[src/rtl/bitbalancer_pkg.sv]
`default_nettype none
// ============================================================================
// Module      : bitbalancer_pkg
// Description : Shared state encoding and width helpers for the constant-
//               popcount pattern generator.
// Revision    : 1.0 - initial release
// ============================================================================
package bitbalancer_pkg;

   // Generator control states: waiting for a request / streaming patterns.
   typedef enum logic [0:0] {
      ST_IDLE = 1'b0,
      ST_EMIT = 1'b1
   } state_t;

   localparam int DEFAULT_WIDTH = 8;

   // Width of the requested-ones count: must hold 0..width (and overflow values).
   function automatic int count_width(input int width);
      return $clog2(width + 1);
   endfunction

   // Width of the beat ordinal; C(width, k) always fits in width-1 bits.
   function automatic int index_width(input int width);
      return width - 1;
   endfunction

endpackage
`default_nettype wire

[src/rtl/ones_next_pattern.sv]
`default_nettype none
// ============================================================================
// Module      : ones_next_pattern
// Description : Combinational successor: next larger WIDTH-bit value with the
//               same number of set bits. A zero input is passed through.
// Revision    : 1.0 - initial release
// ============================================================================
module ones_next_pattern
   import bitbalancer_pkg::*;
#(
   parameter  int WIDTH = DEFAULT_WIDTH,
   localparam int CW    = count_width(WIDTH)
) (
   input  logic [WIDTH-1:0] i_pattern,
   output logic [WIDTH-1:0] o_next
);

   logic [CW-1:0]    w_tz;        // trailing zeros below the lowest set run
   logic [CW-1:0]    w_run;       // length of the lowest set run
   logic             w_tz_done;
   logic             w_run_done;
   logic [WIDTH-1:0] w_run_bits;  // pattern with the lowest run moved to bit 0
   logic [WIDTH-1:0] w_low_bit;   // lowest set bit of the pattern
   logic [WIDTH-1:0] w_bumped;    // run cleared, bit above the run set
   logic [WIDTH-1:0] w_fill;      // remaining run-1 ones packed at the LSBs

   // Locate the lowest set bit (count trailing zeros).
   always_comb begin
      w_tz      = '0;
      w_tz_done = 1'b0;
      for (int i = 0; i < WIDTH; i++) begin
         if (!w_tz_done) begin
            if (i_pattern[i]) w_tz_done = 1'b1;
            else              w_tz      = w_tz + 1'b1;
         end
      end
   end

   assign w_run_bits = i_pattern >> w_tz;

   // Measure the run of ones starting at the lowest set bit (trailing ones).
   always_comb begin
      w_run      = '0;
      w_run_done = 1'b0;
      for (int i = 0; i < WIDTH; i++) begin
         if (!w_run_done) begin
            if (w_run_bits[i]) w_run      = w_run + 1'b1;
            else               w_run_done = 1'b1;
         end
      end
   end

   // Adding the lowest set bit carries through the run, moving its top bit up
   // one place; the other run-1 ones are re-inserted at the bottom.
   assign w_low_bit = WIDTH'(1) << w_tz;
   assign w_bumped  = i_pattern + w_low_bit;
   assign w_fill    = (WIDTH'(1) << (w_run - 1'b1)) - WIDTH'(1);
   assign o_next    = (w_run == '0) ? i_pattern : (w_bumped | w_fill);

endmodule
`default_nettype wire

[src/rtl/ones_pattern_gen.sv]
`default_nettype none
// ============================================================================
// Module      : ones_pattern_gen
// Description : On request for k ones, streams every WIDTH-bit pattern with
//               popcount k in ascending order over a valid/ready interface.
// Revision    : 1.0 - initial release
// ============================================================================
module ones_pattern_gen
   import bitbalancer_pkg::*;
#(
   parameter  int WIDTH = DEFAULT_WIDTH,
   localparam int CW    = count_width(WIDTH),
   localparam int IW    = index_width(WIDTH)
) (
   input  logic          clk,
   input  logic          reset,
   input  logic          req_valid,
   output logic          req_ready,
   input  logic [CW-1:0] req_count,
   output logic          req_err,
   output logic          out_valid,
   input  logic          out_ready,
   output logic [WIDTH-1:0] out_data,
   output logic [IW-1:0] out_index,
   output logic          out_last
);

   state_t           r_state;
   state_t           w_state_nxt;
   logic [CW-1:0]    r_k;
   logic [WIDTH-1:0] r_data;
   logic [IW-1:0]    r_index;
   logic             r_err;

   logic             w_load;
   logic             w_advance;
   logic             w_err_nxt;
   logic             w_last;
   logic [WIDTH-1:0] w_first;
   logic [WIDTH-1:0] w_last_pattern;
   logic [WIDTH-1:0] w_next;

   ones_next_pattern #(
      .WIDTH (WIDTH)
   ) u_next (
      .i_pattern (r_data),
      .o_next    (w_next)
   );

   // First pattern: k ones at the LSBs. Last pattern: k ones at the MSBs.
   // Shifting an all-ones word keeps k=0 and k=WIDTH exact without overflow.
   assign w_first        = ~({WIDTH{1'b1}} << req_count);
   assign w_last_pattern = ~({WIDTH{1'b1}} >> r_k);
   assign w_last         = (r_state == ST_EMIT) && (r_data == w_last_pattern);

   // State register.
   always_ff @(posedge clk) begin
      if (reset) r_state <= ST_IDLE;
      else       r_state <= w_state_nxt;
   end

   // Next-state decode: accept/reject requests in IDLE, step or finish in EMIT.
   always_comb begin
      w_state_nxt = r_state;
      w_load      = 1'b0;
      w_advance   = 1'b0;
      w_err_nxt   = 1'b0;
      case (r_state)
         ST_IDLE: begin
            if (req_valid) begin
               if (req_count > CW'(WIDTH)) begin
                  w_err_nxt = 1'b1;
               end else begin
                  w_load      = 1'b1;
                  w_state_nxt = ST_EMIT;
               end
            end
         end
         ST_EMIT: begin
            if (out_ready) begin
               if (w_last) w_state_nxt = ST_IDLE;
               else        w_advance   = 1'b1;
            end
         end
         default: w_state_nxt = ST_IDLE;
      endcase
   end

   // Datapath: capture k and the first pattern, then step to the successor.
   always_ff @(posedge clk) begin
      if (reset) begin
         r_k     <= '0;
         r_data  <= '0;
         r_index <= '0;
         r_err   <= 1'b0;
      end else begin
         r_err <= w_err_nxt;
         if (w_load) begin
            r_k     <= req_count;
            r_data  <= w_first;
            r_index <= '0;
         end else if (w_advance) begin
            r_data  <= w_next;
            r_index <= r_index + 1'b1;
         end
      end
   end

   assign req_ready = (r_state == ST_IDLE);
   assign out_valid = (r_state == ST_EMIT);
   assign out_last  = w_last;
   assign out_data  = r_data;
   assign out_index = r_index;
   assign req_err   = r_err;

endmodule
`default_nettype wire

[config.mk]
export PLATFORM = sky130hd
export DESIGN_NAME = ones_pattern_gen
export DESIGN_NICKNAME = d
export VERILOG_FILES = /design/src/rtl/bitbalancer_pkg.sv /design/src/rtl/ones_next_pattern.sv /design/src/rtl/ones_pattern_gen.sv
export SDC_FILE = /design/constraint.sdc
export NUM_CORES = 1
export LEC_CHECK = 0
export ABC_CLOCK_PERIOD_IN_PS = 18900
export CAP_MARGIN = 20
export CORE_ASPECT_RATIO = 1.1
export CORE_MARGIN = 3
export CORE_UTILIZATION = 60
export DETAILED_ROUTE_END_ITERATION = 16
export PLACE_DENSITY_LB_ADDON = 0.2
export SLEW_MARGIN = 15
export SYNTH_ARGS = -nofsm -noshare
export SYNTH_HDL_FRONTEND = slang
export SYNTH_SLANG_ARGS = --single-unit
[constraint.sdc]
create_clock -name clk -period 18.9 [get_ports clk]
set_input_delay 2.835 -clock clk [delete_from_list [all_inputs] [get_ports clk]]
set_output_delay 2.835 -clock clk [all_outputs]
set_load 0.1 [all_outputs]
; Word-level counts from Yosys, hierarchy flattened
; Index checks and enable logic that the tools add are counted.
[op_classes]
eq_ne = 2
mux = 68
n_reduce_logical = 6
add_sub_neg = 18
n_shift = 5
order_cmp = 1
bitwise_logic = 5
[op_table]
columns = operator, n
row1 = $mux 4, 28
row2 = $add 4x1->4 const B, 12
row3 = $mux 1, 36
row4 = $mux 8, 3
row5 = $not 8->8, 2
row6 = $shl 1x4->8 const A, 2
row7 = $add 8x8->8, 1
row8 = $eq 8x8->1, 1
row9 = $or 8x8->8, 1
row10 = $shl 8x4->8 const A, 1
row11 = $shr 8x4->8, 1
row12 = $shr 8x4->8 const A, 1
row13 = $sub 8x2->8 const B, 1
row14 = $add 7x1->7 const B, 1
row15 = $add 1x1->2 const B, 2
row16 = $gt 4x4->1 const B, 1
row17 = $logic_not 4->1, 1
row18 = $sub 4x1->4 const B, 1
row19 = $reduce_or 3->1, 1
row20 = $ne 2x2->1 const B, 1
row21 = $not 1->1, 2
row22 = $pmux 1 s2, 1
row23 = $reduce_and 2->1, 1
row24 = $reduce_bool 2->1, 1
row25 = 2 further kinds, 2
[word_totals]
inputBits = 8
regBits = 21
output_inout_bits = 19
wordCells = 110

; Longest topological paths before layout
; Gate-level depths: netlist of run 1.
[depth]
depth_word = 52
mapped_depth = 54
mapped_depth_nobuf = 53

; Hierarchy
; A second synthesis of run 1 with hierarchy kept.
[unflattened]
hier_cells = 447
area_unflattened_um2 = 3424.5
[modules_own_cells]
columns = mod, n_inst, area_per_inst_um2, cells_each, seq_area_each_um2
row1 = ones_next_pattern, 1, 2199.6, 305, 0.0
row2 = ones_pattern_gen, 1, 1224.9, 142, 420.4

; Least setup slack after synthesis of run 1
; OpenSTA, ideal clock, no wires.
[synth_path]
path_type = reg-to-reg
startpoint = register r_data[0] (netlist: out_data[0])
endpoint = register r_data[4] (netlist: out_data[4])
slack_ns = 8.206
setup_ns = 0.078
t_required_ns = 18.822
stages_incl_launch_ff = 55
n_path_buf = 2
arrival_time_ns = 10.616
period_less_slack_ns = 10.694
cell_sequence = dfxtp_1 -> buf_6 -> clkbuf_1 -> nor2_1 -> ha_1 -> nor3_1 -> nor3_1 -> ha_1 -> nand2b_1 -> a311oi_1 -> ha_1 -> nand2_1 -> nand2_1 -> ha_1 -> mux2i_1 -> nand3_1 -> nand3_1 -> inv_1 -> [19 not listed] -> nand4_1 -> a31oi_1 -> ha_1 -> nand2_1 -> a21oi_1 -> xnor2_1 -> a2111oi_0 -> or3_1 -> nor3_1 -> o211ai_2 -> ha_1 -> inv_1 -> nor2_1 -> nand4_1 -> ha_1 -> a21o_1 -> o31a_1 -> a32oi_1
[synth_between]
elab_chain_len = 52
word_cells_on_any_way = 83
cone_classes = add/sub (17) / eq/ne (2) / shift (3) / mux (56) / bitwise (1) / reduce/logical (4)
[synth_lines]
columns = item, line
row1 = from (decl), ones_pattern_gen.sv:31  ; logic [WIDTH-1:0] r_data;
row2 = from (signal assigned), ones_pattern_gen.sv:100  ; r_data <= w_first;
row3 = from (signal assigned), ones_pattern_gen.sv:103  ; r_data <= w_next;
row4 = $mux 1, ones_next_pattern.sv:33  ; if (i_pattern[i]) w_tz_done = 1'b1;
row5 = $add 1x1->2, ones_next_pattern.sv:34  ; else w_tz = w_tz + 1'b1;
row6 = $mux 4, ones_next_pattern.sv:33
row7 = $mux 4, ones_next_pattern.sv:32  ; if (!w_tz_done) begin
row8 = $add 4x1->4, ones_next_pattern.sv:34
row9 = $mux 4, ones_next_pattern.sv:33
row10 = $mux 4, ones_next_pattern.sv:32
row11 = $add 4x1->4, ones_next_pattern.sv:34
row12 = [36 not listed], n/a
row13 = $mux 4, ones_next_pattern.sv:46  ; if (!w_run_done) begin
row14 = $sub 4x1->4, ones_next_pattern.sv:57  ; assign w_fill = (WIDTH'(1) << (w_run - 1'b1)) - WIDTH'(1);
row15 = $shl 1x4->8, ones_next_pattern.sv:57
row16 = $sub 8x2->8, ones_next_pattern.sv:57
row17 = $or 8x8->8, ones_next_pattern.sv:58  ; assign o_next = (w_run == '0) ? i_pattern : (w_bumped | w_fill);
row18 = $mux 8, ones_next_pattern.sv:58
row19 = $mux 8, ones_pattern_gen.sv:102  ; end else if (w_advance) begin
row20 = $mux 8, ones_pattern_gen.sv:98  ; if (w_load) begin
; Several ways; a longest one is shown, not always the timed one. The select of a mux whose other input is x is not followed.
; A chain may end at the register's enable or synchronous reset.

; Final worst setup path of run 1
[layout_path]
startpoint = register r_data[2] (netlist: out_data[2])
endpoint = register r_data[4] (netlist: out_data[4])
[layout_between]
elab_chain_len = 47
word_cells_on_any_way = 77
cone_classes = add/sub (15) / eq/ne (2) / shift (3) / mux (52) / bitwise (1) / reduce/logical (4)
[layout_lines]
columns = item, line
row1 = $mux 4, ones_next_pattern.sv:33
row2 = $mux 4, ones_next_pattern.sv:32
row3 = $add 4x1->4, ones_next_pattern.sv:34
row4 = $mux 4, ones_next_pattern.sv:33
row5 = $mux 4, ones_next_pattern.sv:32
row6 = $add 4x1->4, ones_next_pattern.sv:34
row7 = $mux 4, ones_next_pattern.sv:33
row8 = $mux 4, ones_next_pattern.sv:32
row9 = [31 not listed], n/a
row10 = $mux 4, ones_next_pattern.sv:46
row11 = $sub 4x1->4, ones_next_pattern.sv:57
row12 = $shl 1x4->8, ones_next_pattern.sv:57
row13 = $sub 8x2->8, ones_next_pattern.sv:57
row14 = $or 8x8->8, ones_next_pattern.sv:58
row15 = $mux 8, ones_next_pattern.sv:58
row16 = $mux 8, ones_pattern_gen.sv:102
row17 = $mux 8, ones_pattern_gen.sv:98
; Several ways; a longest one is shown, not always the timed one. The select of a mux whose other input is x is not followed.

==> reports/metrics.cfg, run 1 <==
[run_status]
status = finished clean

[timing]
clock.fmax_ghz = 0.0882
tns_ns = 0
hold_violations = 0
drv_slew = 0
rsz0062_at_grt = no
skew_ns = 0.00101
finalSetupViolations = 0
period_minus_slack_ns = 11.34
hold_ws_ns = 0.521
finalCritPeriodShare_pct = 60.0
worst_pin_slew_ns = 0.983
max-slew-margin-rel_pct = 34.3

[grt]
grt_antenna_before_repair = 0
grtUsageTotal_pct = 28.7
grt_pass1_vias = 3580
grt_max_degree = 20
globalRoute.totalOverflow = 0
grt_pass1_wl_um = 15800

[synth]
ys_warn_count = 0
synth_nets = 492
syn_avg_cell_area_um2 = 7.14
yosysUniqueCellTypes = 83
yosysTopAreaCell = dfxtp_1
ys_ff_latch = 21
synthesis.area_um2 = 3300
synth-main-ff-cell = dfxtp_1
synth_area_leaders = dfxtp_1, ha_1, nor2_1
ys_async_sr_fraction_pct = 0
ys_seq_area_share_pct = 12.8
yosysTopAreaCellShare_pct = 12.8
syn_inst = 462
synth_edf_count = 0

[cells_and_area]
num_antenna_cells = 0
syn2layout_area_growth_pct = 9.07
fin_cells = 544
drive_gt1_share_pct = 8.26
nets = 503
fill_cells = 463
final_common_cell = nor2_1
postLayoutCellArea_um2 = 3600
final_cell_mix = nor2_1, nand2_1, a21oi_1

[clock_tree]
clk_latency_ns = 0.26
cts.sinks = 21
cts_root_buf = clkbuf_8
postCtsHoldBufs = 0
clkTransAtPathRegs_ns = 0.07
post_cts_buffers = 0
ctsHtreeMaxLevel = 1
cts_resized = 0
cts_buffers = 3
cts_buffer_depth = 2
cts_tree = done

[die]
core_region_area_um2 = 5170
dieArea_um2 = 6420
io_pins = 27
start_util_pct = 63.8
rows = 27
die_h_um = 83.7
die_w_um = 76.7

[detailed_routing]
dr.pass1.iters = 5
avgViaCountPerCell = 6.74
antenna_left = 0
routed_wl_um = 9310
drcViolationCount = 0
wl_per_cell_um = 17.1
drtIter0Drc = 360
via_count = 3668

[critical_path]
cp_max_fo = 15
crit_type = reg2reg
crit_required_ns = 19.09
critical-path-top-delay-family = adder cells
cp_slowest_cell = dfxtp_1
crit_buf_inv = 3
cp_common_cell = ha_1
slowest_delay_ns = 0.69
cp-start-kind = flop
worstPathArrival_ns = 11.53
endpoint_kind = flop

[placed_design]
gp_congestion = 0.958
dp.cells = 539
hpwl_um = 6910
postPlaceCellArea_um2 = 3540
io_buffers = 26

[job]
drv_cap = 0

[hold_path]
hold_class = reg2reg

==> cell families (layout without fill, tap and decap cells) <==
kind of cell | Yosys count | in the layout | synth area share [%]
mux | 8 | 8 | 2.69
fa+ha+maj | 22 | 22 | 8.58
compound gates | 144 | 144 | 31.6
simple gates | 197 | 197 | 31.3
buf+inv | 42 | 52 | 5.65
flops | 21 | 21 | 12.8
xor+xnor | 28 | 28 | 7.44
==> stage by stage <==
stage	setup slack, ns	util [%]
after CTS	7.64	69.4
final	7.56	69.6
after global routing	6.63	69.6
after floorplan	8.21	-
after global placement	8.04	68.6
after detailed placement	7.67	68.6
==> area by class of cell <==
class / instances / area, um2 / area share [%]
Multi-Input combinational cell: 399 / 2690 / 74.8
Sequential cell: 21 / 420 / 11.7
Timing Repair Buffer: 28 / 275 / 7.65
Tap cell: 72 / 90.1 / 2.51
Inverter: 20 / 75.1 / 2.09
Clock buffer: 4 / 45.0 / 1.25
==> flip-flops by register name, indices dropped and copies added, names as in the netlist <==
signal     flops
req_err        1
out_valid      1
r_k            4
out_index      7
out_data       8
==> path summary, 6_finish.rpt <==
kind,start,slack (ns),to,cells past startpoint
worst max-delay path,out_data[2],7.56,out_data[4],53
worst min-delay path,out_index[6],0.52,out_index[6],2
worst max register to register,out_data[2],7.56,out_data[4],53
worst min register to register,out_index[6],0.52,out_index[6],2
==> routing by layer <==
metal	wire length [um]	track usage (%)
met5	0	0
met1	3970	35.9
met3	610	1.40
met2	4430	50.0
met4	302	13.5
==> synth_stat cells, types with 3 or more instances <==
master / count
nor2_1: 47
nand2_1: 44
a21oi_1: 33
nor3_1: 24
dfxtp_1: 21
ha_1: 21
o21ai_0: 19
inv_1: 17
nand3_1: 17
xnor2_1: 16
clkbuf_1: 12
xor2_1: 12
a31oi_1: 8
nand4_1: 8
nor4_1: 8
nand2b_1: 7
a21o_1: 6
o211ai_1: 6
or3_1: 6
a211oi_1: 5
and2_1: 5
nor2b_1: 5
o21ai_1: 5
o221ai_1: 5
a21boi_0: 4
a2bb2oi_1: 4
buf_2: 4
mux2_2: 4
o21a_1: 4
or2_2: 4
and3_1: 3
buf_6: 3
inv_2: 3
mux2i_1: 3
nor3b_1: 3
o21bai_1: 3
o22a_1: 3
o31ai_1: 3
or4_1: 3
==> worst reg2reg max path: cells and delay by family (launching register included) <==
family	cells	cell delay (ns)
buffers and inverters	3	0.29
and+or+nand+nor	20	2.98
adders and majority gates	12	3.68
DFF	1	0.69
muxes	2	0.42
AOI/OAI and AO/OA	15	3.10
xor gates and xnor gates	1	0.16
Power of run 1 is not shown: default switching activity piles up to over one toggle a cycle in this logic, so the estimate is an artifact.
==> inputs of run 2 (changes only) <==
- ABC_CLOCK_PERIOD_IN_PS: 18900 -> 9300
- CORE_UTILIZATION: 60 -> 54
- clock period: 18.9 -> 9.3 ns (I/O delays scaled with it)
==> run 2 against run 1 <==
  * The run now ends with negative setup slack left
  * Utilization increased by 6.1 points
  * Sequential cell count unchanged
  * Count of clock-buffer cells in the layout unchanged
  * Via count increased by 7.8%
  * Worst setup slack got worse by 7.8 ns
  * Critical path depth decreased by 1
  * Die area increased by 10%
  * First-iteration DRC count increased by 2.2%
  * Sequential share of layout area decreased by 1.9 points
  * Critical path type unchanged
  * Critical endpoint unchanged
==> reports/metrics.cfg, run 2 (synthesis gave the netlist of run 1 again) <==
[cells_and_area]
drive_gt1_share_pct = 27.7  ; was 8.26%
num_antenna_cells = 0  ; unchanged
fill_cells = 461  ; was 463
fin_cells = 622  ; was 544
final_cell_mix = buf_4, nand2_1, nor2_1  ; was nor2_1, nand2_1, a21oi_1
fin_util_pct = 75.6  ; was 69.6%
multi_input_area_um2 = 2930  ; was 2690 um2
largest_reg_flops = 8  ; unchanged
nets = 576  ; was 503
syn2layout_area_growth_pct = 34.0  ; was 9.07%
final_common_cell = buf_4  ; was nor2_1
seqCellArea_um2 = 432  ; was 420 um2

[job]
drv_cap = 0  ; unchanged

[critical_path]
cp-start-kind = flop  ; unchanged
r2r_start = out_data[1]  ; was out_data[2]
worst-r2r-cell-count = 52  ; was 53
crit_type = reg2reg  ; unchanged
reg2reg_slack_ns = -0.29  ; was 7.56 ns
endpoint_kind = flop  ; unchanged
slowest_delay_ns = 0.41  ; was 0.69 ns
crit_required_ns = 9.48  ; was 19.09 ns
cp_max_fo = 5  ; was 15
r2r_end = out_data[4]  ; unchanged
cp_slowest_cell = or3_4  ; was dfxtp_1
cp_common_cell = ha_1  ; unchanged
worstPathArrival_ns = 9.77  ; was 11.53 ns

[timing]
period_minus_slack_ns = 9.59  ; was 11.34 ns
finalCritPeriodShare_pct = 103  ; was 60.0%
fin_ws_ns = -0.292  ; was 7.56 ns
drv_slew = 0  ; unchanged
hold_violations = 0  ; unchanged
skew_ns = 0.00214  ; was 0.00101 ns
rsz0062_at_grt = yes  ; was no
worst_pin_slew_ns = 0.983  ; about the same
tns_ns = -1.74  ; was 0 ns
max-slew-margin-rel_pct = 34.3  ; about the same
finalSetupViolations = 8  ; was 0
clock.fmax_ghz = 0.104  ; was 0.0882 GHz

[detailed_routing]
antenna_left = 0  ; unchanged
dr.pass1.iters = 5  ; unchanged
drcViolationCount = 0  ; unchanged
avgViaCountPerCell = 6.36  ; was 6.74
via_count = 3955  ; was 3668
wl_per_cell_um = 17.1  ; about the same
drtIter0Drc = 368  ; was 360
routed_wl_um = 10600  ; was 9310 um

[grt]
grt_max_degree = 19  ; was 20
globalRoute.totalOverflow = 0  ; unchanged
grt_pass1_wl_um = 17100  ; was 15800 um
grt_pass1_vias = 3806  ; was 3580
grt_antenna_before_repair = 0  ; unchanged
grtUsageTotal_pct = 29.8  ; was 28.7%

[clock_tree]
cts_buffers = 3  ; unchanged
cts_buffer_depth = 2  ; unchanged
postCtsHoldBufs = 0  ; unchanged
clkTransAtPathRegs_ns = 0.08  ; was 0.07 ns
cts_tree = done  ; unchanged
clk_latency_ns = 0.26  ; about the same
ctsHtreeMaxLevel = 1  ; unchanged
cts_root_buf = clkbuf_8  ; unchanged
cts.sinks = 21  ; unchanged

[hold_path]
hold_path_depth = 2  ; unchanged
min_from = out_index[4]  ; was out_index[6]
whs_endpoint = out_index[4]  ; was out_index[6]
hold_class = reg2reg  ; unchanged

[run_status]
violations = negative setup slack
status = finished, violations left  ; was finished clean

[die]
die_w_um = 80.5  ; was 76.7 um
core_region_area_um2 = 5840  ; was 5170 um2
io_pins = 27  ; unchanged
die_h_um = 88.0  ; was 83.7 um
rows = 29  ; was 27
dieArea_um2 = 7080  ; was 6420 um2
start_util_pct = 56.4  ; was 63.8%

[placed_design]
io_buffers = 26  ; unchanged
gp_congestion = 0.964  ; was 0.958
dp.cells = 591  ; was 539
hpwl_um = 7770  ; was 6910 um

==> run 2: changes by cell type in the layout (fill, tap and decap cells not counted), moves of 4 or more <==
cell	previous run	this run
nor2_2	0	4
nor3_2	1	5
a21oi_1	33	29
nor3_1	24	20
buf_4	2	72
ha_1	21	16
nor2_1	47	42
==> run 2: through the flow <==
step / cell area, um2 / setup WS, ns / hold WS [ns]
4_1_cts: 4250 / -0.0886 / 0.547
5_1_grt: 4420 / -0.776 / 0.575
3_5_place_dp: 3980 / -0.323 / 0.530
6_report: 4420 / -0.292 / 0.543
2_1_floorplan: 3380 / -0.296 / 0.598
3_3_place_gp: 3980 / -0.0750 / 0.502
==> run 2: what timing repair did <==
item                       in CTS  in global routing
setup endpoints to repair       8                  8
pin swaps                      25                 10
buffers inserted               20                  7
resized for setup              16                 24
==> run 2: layout make-up <==
cell class                      count  share of cell area (%)
Multi-Input combinational cell    399                    66.4
Timing Repair Buffer              101                    18.9
Sequential cell                    21                    9.77
Tap cell                           77                    2.18
Inverter                           20                    1.76
Clock buffer                        4                    1.02
==> run 2: how the worst max path moves through the flow <==
stage                      from     endpoint  slack (ns)  depth (start not counted)
floorplan           out_data[0]  out_data[4]       -0.30                         54
global placement    out_data[2]  out_data[4]       -0.08                         52
detailed placement  out_data[2]  out_data[4]       -0.32                         52
CTS                 out_data[2]  out_data[4]       -0.09                         52
global route        out_data[1]  out_data[4]       -0.78                         52
finish              out_data[1]  out_data[4]       -0.29                         52
==> run 2: routing by layer <==
| metal | track usage, % | vias to the layer above | wire (um) | part of all wire, % |
|---|---|---|---|---|
| li1 | - | 1893 | - | - |
| met1 | 36.2 | 1827 | 4300 | 40 |
| met2 | 54.3 | 187 | 5260 | 50 |
| met3 | 1.85 | 48 | 629 | 5.9 |
| met4 | 11.8 | 0 | 423 | 4.0 |
| met5 | 0 | - | 0 | 0 |
==> run 2: worst max-delay path: cells and delay by family (launching register included) <==
kind	cells	cell delay, ns
xor+xnor	1	0.15
fa+ha+maj	12	3.16
mux	2	0.41
buf+inv	4	0.45
compound gates	16	2.86
simple gates	17	2.07
flops	1	0.36
Power of run 2 is left out for the same reason.
